<file path="config.mk">
export PLATFORM = sky130hd
export DESIGN_NAME = pc_branch_unit_flat
export DESIGN_NICKNAME = d
export VERILOG_FILES = /design/src/rtl/pc_branch_unit_pkg.sv /design/src/rtl/pc_branch_unit_if.sv /design/src/rtl/pc_branch_unit_branch_cond.sv /design/src/rtl/pc_branch_unit.sv /design/src/flat_wrapper.sv
export SDC_FILE = /design/constraint.sdc
export NUM_CORES = 1
export LEC_CHECK = 0
export BUFFER_PORTS_ARGS = -buffer_cell sky130_fd_sc_hd__buf_4
export CORE_AREA = 2 2 108 110
export CTS_BUF_LIST = sky130_fd_sc_hd__clkbuf_4 sky130_fd_sc_hd__clkbuf_8 sky130_fd_sc_hd__clkbuf_16
export CTS_CLUSTER_SIZE = 12
export DETAILED_ROUTE_END_ITERATION = 8
export DIE_AREA = 0 0 110 112
export HOLD_SLACK_MARGIN = 0.03
export MAX_ROUTING_LAYER = met4
export PLACE_DENSITY = 0.77
export SYNTH_ARGS = -nofsm -noshare
export SYNTH_HDL_FRONTEND = slang
export SYNTH_HIERARCHICAL = 1
export SYNTH_SLANG_ARGS = --single-unit
</file>
<file path="constraint.sdc">
create_clock -name clk -period 4.1 [get_ports clk]
set_input_delay 0 -clock clk [delete_from_list [all_inputs] [get_ports clk]]
set_output_delay 0 -clock clk [all_outputs]
set_load 0.03 [all_outputs]
</file>
<file path="src/rtl/pc_branch_unit_pkg.sv">
// Shared types for pc_branch_unit: control-flow class encodings produced by the
// decoder and the PC-owner FSM state encoding.
package pc_branch_unit_pkg;

  typedef enum logic [3:0] {
    BR_NONE = 4'd0,
    BR_BEQ  = 4'd1,
    BR_BNE  = 4'd2,
    BR_BLT  = 4'd3,
    BR_BGE  = 4'd4,
    BR_BLTU = 4'd5,
    BR_BGEU = 4'd6,
    BR_JAL  = 4'd7,
    BR_JALR = 4'd8
  } br_type_e;

  typedef enum logic [1:0] {
    StBoot = 2'd0,
    StRun  = 2'd1,
    StHalt = 2'd2
  } state_e;

  localparam logic [31:0] InstBytes = 32'd4;

endpackage

</file>
<file path="src/rtl/pc_branch_unit_if.sv">
// ALU result/flag interface between the decoder/ALU (master) and the PC owner
// (slave).
//   br_type    : control-flow class (raw 4-bit, unused encodings allowed)
//   zero       : ALU zero flag (meaningful while ALU does SUB)
//   less_than  : ALU less-than flag (meaningful while ALU does SLT/SLTU)
//   alu_result : rs1+imm, the JALR target
//   imm        : sign-extended B/J immediate
interface pc_branch_unit_if;

  logic [3:0]  br_type;
  logic        zero;
  logic        less_than;
  logic [31:0] alu_result;
  logic [31:0] imm;

  modport master (
    output br_type,
    output zero,
    output less_than,
    output alu_result,
    output imm
  );

  modport slave (
    input br_type,
    input zero,
    input less_than,
    input alu_result,
    input imm
  );

endinterface

</file>
<file path="src/rtl/pc_branch_unit_branch_cond.sv">
// Combinational taken/target resolver.
//   br_type_i    : control-flow class
//   zero_i       : ALU zero flag
//   less_than_i  : ALU less-than flag (signedness already chosen by SLT/SLTU)
//   alu_result_i : JALR target before bit0 clear
//   imm_i        : B/J immediate
//   pc_i         : current PC
//   taken_o      : control transfer happens
//   target_o     : destination when taken
module pc_branch_unit_branch_cond
  import pc_branch_unit_pkg::*;
(
  input  logic [3:0]  br_type_i,
  input  logic        zero_i,
  input  logic        less_than_i,
  input  logic [31:0] alu_result_i,
  input  logic [31:0] imm_i,
  input  logic [31:0] pc_i,
  output logic        taken_o,
  output logic [31:0] target_o
);

  logic [31:0] pc_rel;

  // Wraps modulo 2^32 by construction.
  assign pc_rel = pc_i + imm_i;

  always_comb begin
    taken_o  = 1'b0;
    target_o = pc_rel;
    case (br_type_i)
      BR_BEQ:          taken_o = zero_i;
      BR_BNE:          taken_o = ~zero_i;
      BR_BLT, BR_BLTU: taken_o = less_than_i;
      BR_BGE, BR_BGEU: taken_o = ~less_than_i;
      BR_JAL:          taken_o = 1'b1;
      BR_JALR: begin
        taken_o  = 1'b1;
        target_o = alu_result_i & ~32'h1;
      end
      default:         taken_o = 1'b0;
    endcase
  end

endmodule

</file>
<file path="src/rtl/pc_branch_unit.sv">
// PC owner of the single-cycle core: resolves branches/jumps from ALU flags,
// updates the PC, pulses redirect after a taken update and halts on a target
// whose bit1 is set.
// Ports:
//   clk, rst_n  : clock, asynchronous active-low reset
//   stall       : freeze PC/FSM this cycle (inputs ignored)
//   alu_if      : ALU result/flag interface (slave side)
//   pc          : current PC (registered)
//   pc_plus4    : pc+4 link value (combinational)
//   inst_valid  : current pc is executing (RUN)
//   redirect    : one-cycle pulse, coincident with a taken PC update
//   halted      : in HALT
//   trap_pc     : PC of the instruction with the misaligned target
// Optional build macro PC_BRANCH_STATS_EN adds saturating counters
//   br_count (non-NONE instructions evaluated) and taken_count (of those, taken).
module pc_branch_unit
  import pc_branch_unit_pkg::*;
#(
  parameter int unsigned     XLEN         = 32,
  parameter logic [XLEN-1:0] RESET_VECTOR = '0
) (
  input  logic            clk,
  input  logic            rst_n,
  input  logic            stall,
  pc_branch_unit_if.slave alu_if,
  output logic [XLEN-1:0] pc,
  output logic [XLEN-1:0] pc_plus4,
  output logic            inst_valid,
  output logic            redirect,
  output logic            halted,
  output logic [XLEN-1:0] trap_pc
`ifdef PC_BRANCH_STATS_EN
  ,
  output logic [31:0]     br_count,
  output logic [31:0]     taken_count
`endif
);

  state_e            state_q, state_d;
  logic [XLEN-1:0]   pc_q, pc_d;
  logic [XLEN-1:0]   trap_pc_q, trap_pc_d;
  logic              redirect_q, redirect_d;
  logic              taken;
  logic [XLEN-1:0]   target;
  logic              evaluate;

  pc_branch_unit_branch_cond u_branch_cond (
    .br_type_i    (alu_if.br_type),
    .zero_i       (alu_if.zero),
    .less_than_i  (alu_if.less_than),
    .alu_result_i (alu_if.alu_result),
    .imm_i        (alu_if.imm),
    .pc_i         (pc_q),
    .taken_o      (taken),
    .target_o     (target)
  );

  // An instruction is consumed only in RUN on a non-stalled cycle.
  assign evaluate = (state_q == StRun) && !stall;

  always_comb begin
    state_d    = state_q;
    pc_d       = pc_q;
    trap_pc_d  = trap_pc_q;
    redirect_d = 1'b0;
    case (state_q)
      StBoot: state_d = StRun;
      StRun: begin
        if (!stall) begin
          if (taken) begin
            if (target[1]) begin
              state_d   = StHalt;
              trap_pc_d = pc_q;
            end else begin
              pc_d       = target;
              redirect_d = 1'b1;
            end
          end else begin
            pc_d = pc_q + InstBytes;
          end
        end
      end
      StHalt: state_d = StHalt;
      default: state_d = StHalt;
    endcase
  end

  always_ff @(posedge clk or negedge rst_n) begin
    if (!rst_n) begin
      state_q    <= StBoot;
      pc_q       <= RESET_VECTOR;
      trap_pc_q  <= '0;
      redirect_q <= 1'b0;
    end else begin
      state_q    <= state_d;
      pc_q       <= pc_d;
      trap_pc_q  <= trap_pc_d;
      redirect_q <= redirect_d;
    end
  end

  assign pc         = pc_q;
  assign pc_plus4   = pc_q + InstBytes;
  assign inst_valid = (state_q == StRun);
  assign halted     = (state_q == StHalt);
  assign redirect   = redirect_q;
  assign trap_pc    = trap_pc_q;

`ifdef PC_BRANCH_STATS_EN
  logic [31:0] br_count_q, br_count_d;
  logic [31:0] taken_count_q, taken_count_d;

  always_comb begin
    br_count_d    = br_count_q;
    taken_count_d = taken_count_q;
    if (evaluate && (alu_if.br_type != BR_NONE)) begin
      if (br_count_q != 32'hFFFF_FFFF) br_count_d = br_count_q + 32'd1;
      // Misaligned traps still count as taken.
      if (taken && (taken_count_q != 32'hFFFF_FFFF)) taken_count_d = taken_count_q + 32'd1;
    end
  end

  always_ff @(posedge clk or negedge rst_n) begin
    if (!rst_n) begin
      br_count_q    <= '0;
      taken_count_q <= '0;
    end else begin
      br_count_q    <= br_count_d;
      taken_count_q <= taken_count_d;
    end
  end

  assign br_count    = br_count_q;
  assign taken_count = taken_count_q;
`else
  logic unused_evaluate;
  assign unused_evaluate = evaluate;
`endif

endmodule

</file>
<file path="src/flat_wrapper.sv">
// flat-port wrapper written by rule: the top's interface ports become plain ports
module pc_branch_unit_flat import pc_branch_unit_pkg::*;
#(
  parameter int unsigned     XLEN         = 32,
  parameter logic [XLEN-1:0] RESET_VECTOR = '0
)
  (clk, rst_n, stall, pc, pc_plus4, inst_valid, redirect, halted, trap_pc, alu_if_br_type, alu_if_zero, alu_if_less_than, alu_if_alu_result, alu_if_imm);
  pc_branch_unit_if alu_if_i ();
  input  logic clk;
  input  logic rst_n;
  input  logic stall;
  output logic [XLEN-1:0] pc;
  output logic [XLEN-1:0] pc_plus4;
  output logic inst_valid;
  output logic redirect;
  output logic halted;
  output logic [XLEN-1:0] trap_pc;
  input wire logic [$bits(alu_if_i.br_type)-1:0] alu_if_br_type;
  input wire logic [$bits(alu_if_i.zero)-1:0] alu_if_zero;
  input wire logic [$bits(alu_if_i.less_than)-1:0] alu_if_less_than;
  input wire logic [$bits(alu_if_i.alu_result)-1:0] alu_if_alu_result;
  input wire logic [$bits(alu_if_i.imm)-1:0] alu_if_imm;
  assign alu_if_i.br_type = alu_if_br_type;
  assign alu_if_i.zero = alu_if_zero;
  assign alu_if_i.less_than = alu_if_less_than;
  assign alu_if_i.alu_result = alu_if_alu_result;
  assign alu_if_i.imm = alu_if_imm;
  pc_branch_unit #(.XLEN(XLEN), .RESET_VECTOR(RESET_VECTOR)) u_core (.clk(clk), .rst_n(rst_n), .stall(stall), .alu_if(alu_if_i), .pc(pc), .pc_plus4(pc_plus4), .inst_valid(inst_valid), .redirect(redirect), .halted(halted), .trap_pc(trap_pc));
endmodule
</file>
==> results.yml <==
route:
  first_pass_iters: 5
  via_per_inst: 6.14
  postRouteAntennaNets: 0
  drt-total-wl_um: 20300
  drt-initial-drc-count: 869
  avgRoutedWirePerCell_um: 20.2
  drc_errors: 0
  num_vias: 6167
timing:
  finClkSkew_ns: 0.00434
  max-slew-margin-rel_pct: 28.5
  finalHoldViolCount: 0
  fin_crit_sh_pct: 83.3
  max_freq_mhz: 293
  rsz0062_at_grt: "no"
  min_period_ns: 3.41
  setup_viol: 0
  setup_tns_ns: 0
  slew_viol_final: 0
  whs_ns: 0.0643
  worst_slew_pin_slew_ns: 1.07
cells_and_area:
  layoutNonFillerInstCount: 1004
  n_antenna_cell: 0
  final_util_pct: 66.9
  nFillCells: 937
  fin_nets: 962
  drive_gt1_share_pct: 29.2
  syn_to_final_growth_pct: 26.9
placed_design:
  hpwl_um: 15100
  gp_congestion: 0.986
  dp_cells: 987
  io_buffers: 167
setup_path:
  r2r_cells: 12
  critPathMaxFanout: 5
  cp-startpoint: "u_core/pc[0]$_DFFE_PN0P_"
  critPathKind: "reg -> reg"
  cp.required_ns: 4.37
  startpoint_type: "flop"
  crit_slowest_cell: "fa_1"
  arrival_ns: 3.68
  crit_path_end_kind: "flop"
  slowest_delay_ns: 0.44
  path_cells: "ha_1 -> fa_1 -> a21o_1 -> a221oi_2 -> nor4_1 -> or3_4 -> o41a_1 -> xnor2_1 -> a21oi_1 -> nor2_1 -> a31oi_1 -> o22a_1"
  r2r_start: "u_core/pc[0]$_DFFE_PN0P_"
global_routing:
  grt_pass1_wl_um: 31500
  antenna_found_initial: 0
  grt_pass1_vias: 5807
  grt_max_degree: 66
  grt_usage_pct: 34.0
  gr-total-overflow: 0
clocking:
  clock_latency_ns: 0.33
  post-cts-setup-buffer-count: 0
  h-tree-depth: 3
  cts_root_buf: "clkbuf_16"
  numCtsBuffers: 9
  clk_path_buf_depth: 2
  clk_pin_slew_worst_paths_ns: 0.05
  cts.sinks: 65
  cts_tree: "done"
power_and_ir_drop:
  peakVddDrop_mv: 0.592
  p_leak_nw: 3.49
  p_total_w: 0.00602
  power_density_nw_per_um2: 805
min_path:
  holdCritStartpoint: "alu_if_alu_result[2]"
  worstHoldPathType: "in -> reg"
  worstHoldPathCells: 5
logic_synthesis:
  netlist_area_um2: 5890
  ys.flop_type: "dfrtp_1"
  synth_commonest_cells: "74 x a21oi_1, 71 x nor2_1, 70 x nand2_1"
  synth.yosys.seq_area_share_pct: 27.6
  yosysMostFrequentCell: "a21oi_1"
  synth_cell_types: 79
  avgSynthCellArea_um2: 8.28
  syn_inst: 712
  synth_seq_cells: 65
  synth_enable_flop_cells: 0
  ys_warn_count: 6
  yosysTopAreaCell: "dfrtp_1"
  synth_top_area_share_pct: 27.6
  synth.top_cells.by_area: "dfrtp_1 28%, ha_1 6.8%, a21oi_1 6.3%"
  synthArstFlopShare_pct: 100
floorplanning:
  die-width_um: 110
  start_util_pct: 52.7
  num_io_pins: 172
  die_h_um: 112
  core-area_um2: 11200
  rows: 39
  die-area_um2: 12300
run:
  max_cap_violations: 0
status:
  outcome: "completed"
==> stage by stage <==
stage / area [um2] / setup slack, ns
2_1_floorplan: 5910 / 1.06
3_3_place_gp: 7150 / 0.800
3_5_place_dp: 7150 / 0.752
4_1_cts: 7480 / 0.715
5_1_grt: 7480 / 0.557
6_report: 7480 / 0.686
==> worst max-delay path, delay by kind of cell, from the launching register on <==
family	cells	cell delay, ns
AOI/OAI and AO/OA	6	1.44
adders and majority gates	2	0.75
and+or+nand+nor	3	0.59
DFF	1	0.42
xor gates and xnor gates	1	0.15
==> cell families (layout without fill, tap and decap cells) <==
kind of cell	Yosys count	in the layout	share of synthesized area, %
fa+ha+maj	33	33	7.14
xor+xnor	54	54	8.03
buf+inv	63	208	5.78
compound gates	219	219	24.0
mux	38	38	7.14
flops	65	65	27.6
simple gates	239	239	20.3
other cells	1	5	0.0636
==> layout by cell type (no fill, tap or decap), types with 3 or more instances in the layout <==
cell type	count
and3_1	13
and2_1	3
mux2i_1	6
a2bb2oi_1	4
nand3_1	18
mux2_2	32
and4_1	5
o22a_1	3
xnor2_1	30
a41oi_1	4
conb_1	5
nand4_1	16
a21oi_2	3
a31oi_1	13
nor2b_1	4
o2bb2ai_1	4
ha_1	32
a21o_1	15
nor4_1	4
o21a_1	7
a21oi_1	74
o21ai_0	43
xor2_1	24
a32oi_1	3
o21bai_1	5
clkbuf_16	9
inv_1	12
or3_1	3
nand2b_1	4
clkbuf_8	3
o211ai_1	3
nor2_1	70
buf_4	178
nor3_1	10
dfrtp_1	65
o22ai_1	9
a22oi_1	3
nand2_1	70
o221ai_1	3
==> flip-flops by register name, indices dropped and copies added, names as in the netlist <==
signal,cells
u_core/redirect,1
u_core/state_q,2
u_core/trap_pc,31
u_core/pc,31
==> what timing repair did <==
action	CTS	global route
gates resized for setup	0	0
endpoints found under the hold margin	65	0
hold buffers	1	0
==> per-layer routing <==
layer | part of all wire [%] | wire, um | up-vias | GRT usage [%]
met1 | 43 | 8740 | 2937 | 48.5
met2 | 46 | 9370 | 296 | 50.0
met4 | 1.9 | 376 | 0 | 9.79
li1 | - | - | 2904 | -
met5 | 0 | 0 | - | -
met3 | 8.9 | 1800 | 30 | 4.92
==> worst paths after layout <==
check	slack, ns	end
max	0.69	u_core/pc[22]$_DFFE_PN0P_
min	0.06	u_core/pc[2]$_DFFE_PN0P_
max reg2reg	0.69	u_core/pc[22]$_DFFE_PN0P_
min reg2reg	0.51	u_core/trap_pc[31]$_DFFE_PN0P_
max in group asynchronous	3.23	u_core/trap_pc[22]$_DFFE_PN0P_
min in group asynchronous	0.31	u_core/trap_pc[3]$_DFFE_PN0P_
==> layout make-up <==
type | instances | area (um2) | share of cell area, %
clock inverters | 4 | 50.0 | 0.669
flip-flops and latches | 65 | 1630 | 21.7
clock buffers | 12 | 267 | 3.56
multi-input cells | 588 | 3960 | 53.0
repair buffers | 179 | 1350 | 18.0
inverters | 13 | 48.8 | 0.652
well taps | 143 | 179 | 2.39
==> power breakdown <==
group / switching, W / internal, W
Sequential: 0.000437 / 0.000886
Combinational: 0.00239 / 0.00151
Clock: 0.000276 / 0.000519
Total: 0.00311 / 0.00292
(Power assumes the default switching activity.)
